<file path="config.mk">
export PLATFORM = sky130hd
export DESIGN_NAME = bcd_to_bin_seq
export DESIGN_NICKNAME = d
export VERILOG_FILES = /design/src/rtl/bcd_to_bin_seq.sv
export SDC_FILE = /design/constraint.sdc
export NUM_CORES = 1
export LEC_CHECK = 0
export ABC_AREA = 1
export CELL_PAD_IN_SITES_DETAIL_PLACEMENT = 1
export CELL_PAD_IN_SITES_GLOBAL_PLACEMENT = 1
export CORE_MARGIN = 5
export CORE_UTILIZATION = 30
export DETAILED_ROUTE_END_ITERATION = 12
export PLACE_DENSITY = 0.57
export SLEW_MARGIN = 20
export SYNTH_ARGS = -nofsm -noshare
export SYNTH_HDL_FRONTEND = slang
export SYNTH_SLANG_ARGS = --single-unit
</file>
<file path="constraint.sdc">
create_clock -name clk -period 1.5 [get_ports clk]
set_input_delay 0.15 -clock clk [delete_from_list [all_inputs] [get_ports clk]]
set_output_delay 0.15 -clock clk [all_outputs]
set_load 0.02 [all_outputs]
</file>
<file path="src/rtl/bcd_to_bin_seq.sv">
// Sequential packed-BCD to binary converter (reverse double-dabble).
// Shifts one bit per clock into the binary field and corrects every BCD digit with subtract-3.
module bcd_to_bin_seq #(
  parameter int unsigned DIGITS = 4,
  parameter int unsigned BIN_W  = 14
) (
  input  logic                  clk,
  input  logic                  rst,
  input  logic                  start,
  input  logic [4*DIGITS-1:0]   bcd_in,
  output logic                  busy,
  output logic                  done,
  output logic [BIN_W-1:0]      bin_out,
  output logic                  err
);

  localparam int unsigned BcdW  = 4 * DIGITS;
  localparam int unsigned SregW = BcdW + BIN_W;
  localparam int unsigned CntW  = $clog2(BIN_W + 1);

  typedef enum logic [0:0] {StIdle, StShift} state_e;

  state_e             state_q, state_d;
  logic [SregW-1:0]   sreg_q, sreg_d;
  logic [CntW-1:0]    count_q, count_d;
  logic               done_q, done_d;
  logic [BIN_W-1:0]   bin_q, bin_d;
  logic               err_q, err_d;

  logic               bad_digit;
  logic               last_shift;
  logic [SregW-1:0]   dabbled;

  always_comb begin
    bad_digit = 1'b0;
    for (int i = 0; i < int'(DIGITS); i++) begin
      if (bcd_in[4*i +: 4] > 4'd9) bad_digit = 1'b1;
    end
  end

  // Shift right, then pull every digit that reached 8+ back down by 3 (inverse of add-3).
  always_comb begin
    dabbled = sreg_q >> 1;
    for (int i = 0; i < int'(DIGITS); i++) begin
      if (dabbled[BIN_W + 4*i +: 4] >= 4'd8) begin
        dabbled[BIN_W + 4*i +: 4] = dabbled[BIN_W + 4*i +: 4] - 4'd3;
      end
    end
  end

  assign last_shift = (count_q == CntW'(BIN_W - 1));

  always_comb begin
    state_d = state_q;
    sreg_d  = sreg_q;
    count_d = count_q;
    done_d  = 1'b0;
    bin_d   = bin_q;
    err_d   = err_q;
    unique case (state_q)
      StIdle: begin
        if (start) begin
          if (bad_digit) begin
            done_d = 1'b1;
            err_d  = 1'b1;
            bin_d  = '0;
          end else begin
            sreg_d  = {bcd_in, {BIN_W{1'b0}}};
            count_d = '0;
            err_d   = 1'b0;
            state_d = StShift;
          end
        end
      end
      StShift: begin
        sreg_d  = dabbled;
        count_d = count_q + CntW'(1);
        if (last_shift) begin
          bin_d   = dabbled[BIN_W-1:0];
          done_d  = 1'b1;
          state_d = StIdle;
        end
      end
      default: state_d = StIdle;
    endcase
  end

  always_ff @(posedge clk or posedge rst) begin
    if (rst) begin
      state_q <= StIdle;
      sreg_q  <= '0;
      count_q <= '0;
      done_q  <= 1'b0;
      bin_q   <= '0;
      err_q   <= 1'b0;
    end else begin
      state_q <= state_d;
      sreg_q  <= sreg_d;
      count_q <= count_d;
      done_q  <= done_d;
      bin_q   <= bin_d;
      err_q   <= err_d;
    end
  end

  // Valid BCD always drains completely once BIN_W shifts are done.
  always_ff @(posedge clk) begin
    if (!rst && state_q == StShift && last_shift) begin
      assert (dabbled[SregW-1:BIN_W] == '0);
    end
  end

  assign busy    = (state_q == StShift);
  assign done    = done_q;
  assign bin_out = bin_q;
  assign err     = err_q;

endmodule
</file>
==> results of run 1 <==
[synthesized netlist by cell type (all sizes together)]
cell     n  area share
nand2   98        0.15
nand3   79        0.17
dfrtp   50        0.47
nor2    23       0.034
inv     20       0.028
buf     16       0.048
ha       8       0.038
o21ai    8       0.015
a21oi    5       0.011
o21bai   3      0.0085
o22ai    3      0.0071
clkbuf   2      0.0043
or2      2      0.0047
xor2     2      0.0066
nand4    1      0.0024
xnor2    1      0.0033
[final cells by class]
cell class | instances | area [um2]
clock inverters | 2 | 38.79
multi-input cells | 233 | 1175
fillers | 1061 | 5294
clock buffers | 6 | 82.58
inverters | 20 | 75.07
flip-flops and latches | 50 | 1251
well taps | 108 | 135.1
repair buffers | 60 | 584.3
[metal layers]
metal	share of wire	track usage	wire length, um
met2	0.47	0.2077	3066
met4	0.011	0.03053	70
met3	0.033	0.03483	216
met5	0	0	0
met1	0.49	0.1660	3220
[state kept, by name (all words and copies together), names as in the netlist]
register	count
sreg_q	29
bin_out	14
count_q	4
busy	1
done	1
err	1
[power by group through the flow]
stage	Combinational (W)	Sequential (W)	Clock (W)
after floorplan	0.00173	0.00255	0
after global placement	0.00289	0.00243	0
after detailed placement	0.00296	0.00244	0
after CTS	0.00295	0.00242	0.00108
after global routing	0.00327	0.00249	0.00112
final	0.00287	0.00241	0.00103
[logic make-up after synthesis]
kind of cell | after synthesis | synth area share
fa+ha+maj | 8 | 0.03793
flops | 50 | 0.4742
simple gates | 203 | 0.3556
xor+xnor | 3 | 0.009959
buf+inv | 38 | 0.08061
compound gates | 19 | 0.04173
[what timing repair did]
action / 4_1_cts / 5_1_grt
resized for setup: 1 / 4
setup endpoints to repair: 1 / 4
setup buffers: 0 / 0
[worst max-delay path by stage]
stage	from	endpoint	slack (ps)
global route	bin_out[0]	bin_out[0]	0.2
floorplan	rst	bin_out[0]	150
CTS	bin_out[13]	bin_out[13]	10
global placement	bcd_in[14]	bin_out[10]	-70
finish	bin_out[2]	bin_out[2]	50
detailed placement	bcd_in[5]	bin_out[11]	-90
[stage by stage]
stage / area (um2) / utilization
floorplan: 2639 / -
global placement: 3212 / 0.3719
CTS: 3332 / 0.3858
finish: 3342 / 0.3870
global route: 3342 / 0.3870
detailed placement: 3212 / 0.3719
==> impl_results.md, run 1 <==
* Status: complete, no violations
* First-pass GRT wire length at 11450 um
* Largest net degree at the start of global routing at 30
* Register bit count reported by yosys at 50
* Die width at slightly above 100 um
* All-Layer GR Usage at 0.1268
* Tot Pwr at ~0.0063 W
* Worst Setup Start Kind: register
* Nets@finish at 397
* Max-cap viol count at 0
* 1st-iter DRT viols at 52
* Synth cell types at 24
* Seq/Total Area, Yosys at 0.4742
* Hold Slack at 91.39 ps
* Setup tns final at 0 ps
* Mapped Avg Cell Area at 8.221 um2
* Boundary Pins at 36
* Placeable Area at approximately 8600 um2
* Root buffer selected by CTS: clkbuf_8
* Switching Fraction at 0.4115
* Crit path buffers/inverters at 1
* Max Root-Sink Buffers at 2
* Peak Freq at 0.6913 GHz
* Tmin final at 1446 ps
* Synth Net Count at roughly 350
* Worst-path clk slew at 100 ps
* Placed cell count at 471
* Overflow after GRT at 0
* ANT nets after route at 0
* Worst slew pin tran at 318.0 ps
* Initial Util at 0.3056
* FF-to-FF path depth at 9
* Std cell rows at 34
* Setup Viol. Count Final at 0
* Warnings, synthesis at 0
* # DRC at 0
* Routed WL at roughly 6600 um
* RSZ-0062 raised after global routing: no
* Internal power at between 0.003 and 0.004 W
* First-pass DRT Iterations at 4
* Pwr Density at 1887 nW/um2
* Net load switching power at 0.002595 W
* Max-slew violations at 0
* Die area at 10770 um2
* Crit path DAT at 1300 ps
* CP top delay family: buffers and inverters
* R2R Setup Slk at 150 ps
* Worst path cell trace: clkdlybuf4s50_1
* Clock share of power at 0.163
* Wirelength per Cell at 13.72 um
* Critical path type: register to primary output
* Place WS at -85.77 ps
* Final hold vios at 0
* Worst setup EP type: primary output
* Vias in the first global route at 2338
* FF-to-FF Start: count_q[1]
* DIE HEIGHT at 103.8 um
* Slowest-stage cell, CP: clkdlybuf4s50_1
* Static leakage at roughly 1.8 nW
* Slew HR at 0.7877
* CTS tree: built
* Latest clock arrival within the worst-skew pair at 320 ps
* Crit path required time at 1350 ps
* Initial antenna violation count at 0
* Fin crit share at 0.9643
* Worst R2R End: bin_out[0]
* Comb pwr share at 0.455
* ANT cells at 0
* GPL Wtd Cong at 0.7462
* Stages on the worst setup path at 1
* Hold Path Class: input pin to async pin
* Syn-to-layout area delta at 26.65%
* Worst Path Max Fanout at 2
* Worst clock skew at 14.58 ps
* Gate Count Post-Synth at approximately 320
* CTS H-tree depth at 2
* VDD IR max at around 640 uV
* Layout cell share with drive strength beyond 1 at 0.1375
* Hold buffer count at cts at 0
* DPL Wire Length at 4866 um
* Syn Std Cell Area at 2639 um2
* Via count at 2250
* TritonCTS buffer count at 5
* CP peak stage delay at 610 ps
* Seq pwr share at 0.382
* Routed vias/inst at around 4.7
* Final Worst Setup Slack at 53.54 ps
* Most common cell after layout, fill and taps aside: nand2_1
* Sink Count at 50
* IO buf count at 35
* Final Non-Filler Cells at 479
* Commonest cells after routing, fill and taps aside: 95 x nand2_1, 69 x nand3_1, 50 x dfrtp_1
(Power assumes the default switching activity.)
==> inputs of run 2 (changes only) <==
- CTS_CLUSTER_DIAMETER: not set -> 40
- GPL_ROUTABILITY_DRIVEN: not set -> 0
==> results of run 2 <==
No change in the layout: final DEF, timing and power equal those of run 1.
==> inputs of run 3 (changes only) <==
- CTS_CLUSTER_SIZE: not set -> 14
- MAX_ROUTING_LAYER: not set -> met4
==> run 3 against run 2 <==
Effect of this change:
- clock skew down 0.99 ps
- utilization did not move
- worst setup slack barely moved
- largest power group unchanged
- register-to-register slack about the same
==> impl_results.md, run 3 (same netlist as run 1, synthesis figures left out) <==
* Final Worst Setup Slack at 53.85 ps
* Max-slew violations at 0
* CP peak stage delay at 610 ps
* Overflow after GRT at 0
* Std cell rows at 34
* Seq pwr share at 0.381
* Static leakage at 1.751 nW
* Worst Setup Start Kind: register
* FF-to-FF path depth at 9
* Hold Path Class: input pin to async pin
* Worst Path Max Fanout at 2
* Boundary Pins at 36
* Tmin final at 1446 ps
* Hold Slack at 91.51 ps
* Worst clock skew at 13.59 ps
* Worst slew pin tran at 317.9 ps
* Uppermost routed layer: met4
* Latest clock arrival within the worst-skew pair at 320 ps
* Routed WL at between 6000 and 7000 um
* Met2 WL post-DR at 3066 um
* Worst Setup SP: bin_out[2]
* Comb pwr share at 0.455
* # DRC at 0
* Hold buffer count at cts at 0
* Clock share of power at 0.163
* Sink Count at 50
* RSZ-0062 raised after global routing: no
* TritonCTS buffer count at 5
* 1st-iter DRT viols at 54
* Switching Fraction at 0.4119
* Max-cap viol count at 0
* Finished Cell Area at 3342 um2
* Pwr Density at 1888 nW/um2
* Peak Freq at 0.6915 GHz
* Layout cell share with drive strength beyond 1 at 0.1375
* CTS tree: built
* M1 wire length at 3238 um
* Crit path buffers/inverters at 1
* Slowest-stage cell, CP: clkdlybuf4s50_1
* Wire length on met3 at around 210 um
* Syn-to-layout area delta at 26.65%
* Placed Area at 3212 um2
* Die width at 103.8 um
* Initial Util at 0.3056
* Max reg flops at 29
* VDD IR max at 640.5 uV
* Root buffer selected by CTS: clkbuf_8
* Worst-path clk slew at 100 ps
* Vias in the first global route at 2340
* Largest net degree at the start of global routing at 30
* All-Layer GR Usage at 0.1305
* Setup Viol. Count Final at 0
* CP top delay family: buffers and inverters
* Placed cell count at about 470
* Worst path cell trace: clkdlybuf4s50_1
* Worst setup EP type: primary output
* Crit path DAT at 1300 ps
* Placeable Area at 8636 um2
* Final hold vios at 0
* DPL Wire Length at just under 5000 um
* Place WS at -85.77 ps
* First-pass GRT wire length at between 10000 and 15000 um
* First-pass DRT Iterations at 4
* Setup Fix Bufs, Post-CTS at 0
* Wirelength per Cell at between 10 and 15 um
* IO buf count at 35
* CTS H-tree depth at 2
* DIE HEIGHT at about 100 um
* Nets@finish at 397
* ANT cells at 0
* Via count at 2255
* Slew HR at 0.7877
* Internal power at ~0.0037 W
* ANT nets after route at 0
* Initial antenna violation count at 0
* Final Non-Filler Cells at roughly 480
* Setup tns final at 0 ps
* Fin crit share at 0.9641
* Stages on the worst setup path at 1
* FF-to-FF Start: count_q[1]
* Critical path type: register to primary output
* Register bank with the most flops: sreg_q
* Die area at 10770 um2
* Commonest cells after routing, fill and taps aside: 95 x nand2_1, 69 x nand3_1, 50 x dfrtp_1
* Routed vias/inst at 4.708
* Crit path required time at 1350 ps
* Most common cell after layout, fill and taps aside: nand2_1
* Max Root-Sink Buffers at 2
* Net load switching power at 0.002600 W
* Status: complete, no violations
[run 3: cell counts in the layout (fill, tap and decap cells not counted)]
Identical to the previous run, type by type.
[run 3: metrics by stage]
step	total power, W	util
after floorplan	0.004280	-
after global placement	0.005318	0.3719
after detailed placement	0.005402	0.3719
after CTS	0.006452	0.3858
after global routing	0.006884	0.3870
final	0.006311	0.3870
[run 3: area by class of cell]
| type | instances | area, um2 |
|---|---|---|
| fill | 1061 | 5294 |
| sequential | 50 | 1251 |
| multi-input combinational | 233 | 1175 |
| timing repair buffer | 60 | 584.3 |
| tap | 108 | 135.1 |
| clock buffer | 6 | 82.58 |
| inverter | 20 | 75.07 |
| clock inverter | 2 | 38.79 |
[run 3: worst paths after layout]
kind                       slack [ps]    endpoint
hold / removal                     90  count_q[2]
min in group clk                  450  sreg_q[29]
setup reg to reg                  150  bin_out[0]
setup / recovery                   50  bin_out[2]
max in group asynchronous         940  sreg_q[27]
hold reg to reg                   500  bin_out[0]
[run 3: power by group through the flow]
stage | combinational [W] | clock, W | sequential (W)
5_1_grt | 0.00327 | 0.00112 | 0.00249
3_3_place_gp | 0.00289 | 0 | 0.00243
3_5_place_dp | 0.00296 | 0 | 0.00244
6_report | 0.00287 | 0.00103 | 0.00241
2_1_floorplan | 0.00173 | 0 | 0.00255
4_1_cts | 0.00295 | 0.00108 | 0.00242
[run 3: metal layers]
metal | vias up | track usage
li1 | 1137 | -
met5 | - | -
met3 | 6 | 0.03358
met1 | 1084 | 0.1672
met4 | 0 | 0.03053
met2 | 28 | 0.2077
[run 3: repair_timing]
item,CTS,global route
gates cloned,0,0
endpoints found under the setup margin,1,4
gates resized for setup,1,4
pin swaps,0,0
